## config.mk

```make
export PLATFORM = sky130hd
export DESIGN_NAME = crc_serial_engine
export DESIGN_NICKNAME = d
export VERILOG_FILES = /design/src/rtl/crc_pkg.sv /design/src/rtl/crc_serial_engine.sv
export SDC_FILE = /design/constraint.sdc
export NUM_CORES = 1
export LEC_CHECK = 0
export ABC_AREA = 0
export CORE_MARGIN = 2
export CORE_UTILIZATION = 25
export CTS_CLUSTER_SIZE = 30
export DETAILED_ROUTE_END_ITERATION = 7
export PLACE_DENSITY = 0.47
export SLEW_MARGIN = 20
export SYNTH_ARGS = -nofsm -noshare
export SYNTH_HDL_FRONTEND = slang
export SYNTH_SLANG_ARGS = --single-unit
```

## constraint.sdc

```tcl
create_clock -name CLK -period 2.4 [get_ports CLK]
set_input_delay 0.36 -clock CLK [delete_from_list [all_inputs] [get_ports CLK]]
set_output_delay 0.36 -clock CLK [all_outputs]
set_load 0.01 [all_outputs]
```

## src/rtl/crc_pkg.sv

```systemverilog
// Shared types and the single-bit LFSR step for the serial CRC engine.
// Latency: combinational helper only.
// Backpressure: not applicable (no handshake in this file).
package crc_pkg;

   typedef enum logic [1:0] {
      IDLE   = 2'd0,
      SHIFT  = 2'd1,
      FINISH = 2'd2
   } crc_state_e;

   // One MSB-first step of the direct (non-augmented) CRC form.
   // Works on a 32-bit container; width selects the live register size (2..32).
   function automatic logic [31:0] crc_step(input logic [31:0] crc,
                                            input logic        din,
                                            input logic [31:0] poly,
                                            input int          width);
      logic [31:0] mask;
      logic [31:0] nxt;
      logic        fb;
      mask = 32'hFFFF_FFFF >> (32 - width);
      fb   = (|(crc & (32'h1 << (width - 1)))) ^ din;
      nxt  = {crc[30:0], 1'b0} ^ (fb ? poly : 32'h0);
      return nxt & mask;
   endfunction

endpackage

```

## src/rtl/crc_serial_engine.sv

```systemverilog
// Serial MSB-first CRC over one DATA_W word per START, with optional chaining.
// Latency: START accepted at edge 0, DONE pulses for one cycle after edge DATA_W.
// Backpressure: START is ignored while BUSY; DONE/CRC_OUT never stall, so the consumer must capture on DONE.
module crc_serial_engine
   import crc_pkg::*;
#(
   parameter int          DATA_W  = 16,
   parameter int          CRC_W   = 16,
   parameter logic [31:0] POLY    = 32'h1021,
   parameter logic [31:0] INIT    = 32'h0000,
   parameter logic [31:0] XOR_OUT = 32'h0000
) (
   input  logic              CLK,
   input  logic              RESET_N,
   input  logic              START,
   input  logic              CONT,
   input  logic [DATA_W-1:0] DATA_IN,
   output logic              BUSY,
   output logic              DONE,
   output logic [CRC_W-1:0]  CRC_OUT
);

   localparam int               CNT_W  = $clog2(DATA_W + 1);
   localparam logic [CNT_W-1:0] LAST   = CNT_W'(DATA_W - 1);
   localparam logic [CRC_W-1:0] POLY_C = POLY[CRC_W-1:0];
   localparam logic [CRC_W-1:0] INIT_C = INIT[CRC_W-1:0];
   localparam logic [CRC_W-1:0] XOR_C  = XOR_OUT[CRC_W-1:0];

   crc_state_e        state;
   logic [CRC_W-1:0]  crc_reg;
   logic [CRC_W-1:0]  crc_next;
   logic [DATA_W-1:0] shreg;
   logic [CNT_W-1:0]  cnt;

   // Next CRC value if the current shift-register MSB is consumed this edge.
   assign crc_next = CRC_W'(crc_step(32'(crc_reg), shreg[DATA_W-1], 32'(POLY_C), CRC_W));

   // Status outputs decode directly from the state register, so both are glitch-free Moore outputs.
   assign BUSY = (state != IDLE);
   assign DONE = (state == FINISH);

   // Control FSM plus datapath: capture word, shift one bit per edge, publish result.
   always_ff @(posedge CLK) begin
      if (!RESET_N) begin
         state   <= IDLE;
         crc_reg <= '0;
         shreg   <= '0;
         cnt     <= '0;
         CRC_OUT <= '0;
      end else begin
         case (state)
            IDLE: begin
               if (START) begin
                  shreg   <= DATA_IN;
                  // crc_reg is kept across words so CONT can chain a longer message.
                  crc_reg <= CONT ? crc_reg : INIT_C;
                  cnt     <= '0;
                  state   <= SHIFT;
               end
            end
            SHIFT: begin
               crc_reg <= crc_next;
               shreg   <= shreg << 1;
               cnt     <= cnt + CNT_W'(1);
               if (cnt == LAST) begin
                  CRC_OUT <= crc_next ^ XOR_C;
                  state   <= FINISH;
               end
            end
            FINISH: begin
               state <= IDLE;
            end
            default: begin
               state <= IDLE;
            end
         endcase
      end
   end

endmodule

```

==> flow_summary.yaml, run 1 <==
clock_tree:
  post_cts_resize_count: 0
  h-tree-depth: 2
  ctsHoldBuffers: 0
  clk_pin_slew_ps: 100
  cts_tree: "built"
  cts_num_sinks: 55
  clkLatencyLatePin_ps: 310
  cts_setup_buffers: 0
  cts_root_buffer: "clkbuf_8"
  clockBufferDepth: 2
  cts_buffers: 5
logic_synthesis:
  synthArstFlopShare: 0
  synth-compound-area-share: 0.2460
  synth_edf_count: 0
  syn_area_sq_um: 2360
  ys_types: 38
  seq_area_frac_synth: 0.4666
  synth_top_family_by_area: "compound AO/OA/AOI/OAI gates"
  synth_common_cells: "nand2_1 (66), dfxtp_1 (55), a21oi_1 (35)"
  synth_warnings: 0
  netlist_instances: 275
  synthAdderAreaFrac: 0.01060
  yosys-top-cells-area: "dfxtp_1 (47%), nand2_1 (10%), a21oi_1 (7.4%)"
  synthMuxAreaShare: 0.009014
  synth_seq_cells: 55
  yosys.area_share.xor_xnor: 0.01432
  ys.flop_type: "dfxtp_1"
  synth_area_leader_cell: "dfxtp_1"
  synth.avg_cell_area_sq_um: 8.581
  yosys.area_share.simple: 0.1829
  netlist.area_leader.share: 0.4666
  post-synth-top-count-cell: "nand2_1"
  syn_nets: 297
run_status:
  status: "completed"
drt:
  avgViaCountPerCell: 4.790
  detail-route-antenna-nets: 0
  totalWireLength_mm: 5.524
  routedWlPerCell_um: 13.15
  vias: 2012
  drcViolationCount: 0
  drt-initial-drc-count: 100
  firstDrtPassIters: 4
worst_setup_path:
  path_class: "flop to output pin"
  crit_fanout: 10
  startpoint_type: "flop"
  slowest_stage: "dfxtp_1"
  worstPathArrival_ps: 1740
  end_kind: "output pin"
  crit_buf_inv: 3
  cp_top_family: "buffers and inverters"
  critical_path.cell_chain: "buf_4 > nor2_1 > inv_1 > clkdlybuf4s50_1"
  reg2reg_from: "cnt[0]"
  crit_path_max_incr_delay_ps: 530
  worstPathRequired_ps: 2040
  startpoint: "state[1]"
sta:
  fmax_ghz: 0.4765
  finalHoldViolations: 0
  period_needed_ps: 2099
  fin_crit_sh: 0.8745
  slew_headroom: 0.6084
  finalSetupViolations: 0
  fin_hold_ws_ps: 460.4
  drv_slew: 0
  skew_ps: 11.32
  fin_setup_tns_ps: 0
  setup_ws_ps: 301.3
  rsz0062_at_grt: "no"
  tightestPinTransition_ps: 587.5
power_and_ir_drop:
  p_sw_uw: 428.8
  peakVddDrop_v: 0.0003159
  pwr-share-clk: 0.327
  pwr-share-seq: 0.569
  power_frac_comb: 0.104
  p_leak_nw: 0.9923
  swShare: 0.2544
  p_int_mw: 1.257
  powerDensity_nw_per_um2: 580.6
grt:
  grt_remaining_overflow: 0
  grt_max_degree: 35
  grt_usage: 0.1141
  grt_pass1_vias: 1908
  grt_pass1_wl_mm: 9.459
  antenna_found_initial: 0
final_layout:
  antenna_cells: 0
  final-seq-area_sq_um: 1101
  multi_input_area_sq_um: 1092
  final_util: 0.3156
  layout.nets: 330
  fillCellCount: 981
  drive_above_1_share: 0.08414
  fin_area_sq_um: 2903
  syn2layout_area_growth_pct: 23.01
floorplanning:
  dieHeight_um: 101.2
  num_rows: 35
  start_util: 0.2566
  die_x_um: 101.2
  ioPinCount: 38
  dieArea_sq_um: 10230
  core_sq_um: 9196
placement:
  gp_congestion: 0.7623
  io_buffers: 37
  place_ws_ps: 462.5
  placed_area_sq_um: 2804
  dp_hpwl_mm: 3.659
min_path:
  hp-start: "CRC_OUT[15]"
  hold_class: "flop to flop"
flow_run:
  cap_violations: 0
## final cells by class
cell class | count | share of cell area
Timing Repair Buffer | 47 | 0.1534
Clock inverter | 2 | 0.005603
Sequential cell | 55 | 0.3793
Tap cell | 111 | 0.04784
Inverter | 7 | 0.009052
Clock buffer | 6 | 0.02845
Multi-Input combinational cell | 192 | 0.3763
## worst reg2reg max path: stages, from the launching register on
cell,delay [ps]
dfxtp_1,380
ha_1,200
and3_1,170
ha_1,210
and3b_1,380
buf_4,230
nor2_1,50
nor3_1,140
## worst paths after layout
check	to	slack, ps	depth (start not counted)
worst min register to register	CRC_OUT[15]	460	2
worst min-delay path	CRC_OUT[15]	460	2
worst max-delay path	BUSY	300	4
worst max register to register	CRC_OUT[0]	580	7
## cell families after synthesis
| family | after synthesis |
|---|---|
| AOI/OAI and AO/OA | 89 |
| xor gates and xnor gates | 3 |
| and+or+nand+nor | 96 |
| muxes | 2 |
| buffers and inverters | 28 |
| DFF | 55 |
| adders and majority gates | 2 |
## layout by cell type, fill, tap and decap left out, types with 2 or more instances in the layout
cell and n:
o21ai_0 8, o21ai_1 8, dfxtp_1 55, nor3_1 2, clkdlybuf4s50_1 37, nand2_1 66, buf_4 10, nor2b_1 2
a32oi_1 15, nor2_1 9, a21oi_1 35, clkbuf_8 6, or3b_1 4, inv_1 5, xnor2_1 2, o221ai_1 5
a22o_1 10, inv_2 2, o22ai_1 3, ha_1 2, nand3_1 3, nand2b_1 3
## stage by stage
step                power, mW  instances
CTS                     1.714        420
global route            1.775        420
global placement        1.157        412
detailed placement      1.157        412
floorplan               1.093        275
finish                  1.685        420
## power groups by stage
stage	clock (mW)	sequential (mW)	combinational, mW
after floorplan	0	0.975	0.118
after global placement	0	0.980	0.177
after detailed placement	0	0.980	0.177
after CTS	0.577	0.959	0.177
after global routing	0.614	0.963	0.197
final	0.551	0.959	0.175
## layer usage
layer | routed length, um | GRT usage | part of all wire | vias to the layer above
li1 | - | - | - | 1043
met1 | 2866 | 0.1632 | 0.52 | 928
met2 | 2385 | 0.1737 | 0.43 | 33
met3 | 217 | 0.02346 | 0.039 | 8
met4 | 55 | 0.03326 | 0.010 | 0
met5 | 0 | 0 | 0 | -
Note: power is estimated with default switching activity, not from simulation.
==> run 2, diff against run 1 <==
CTS_CLUSTER_SIZE = 8   (was 30)
GPL_ROUTABILITY_DRIVEN = 0   (was default)
==> results of run 2 <==
Final layout, timing and power as in run 1 (identical DEF).
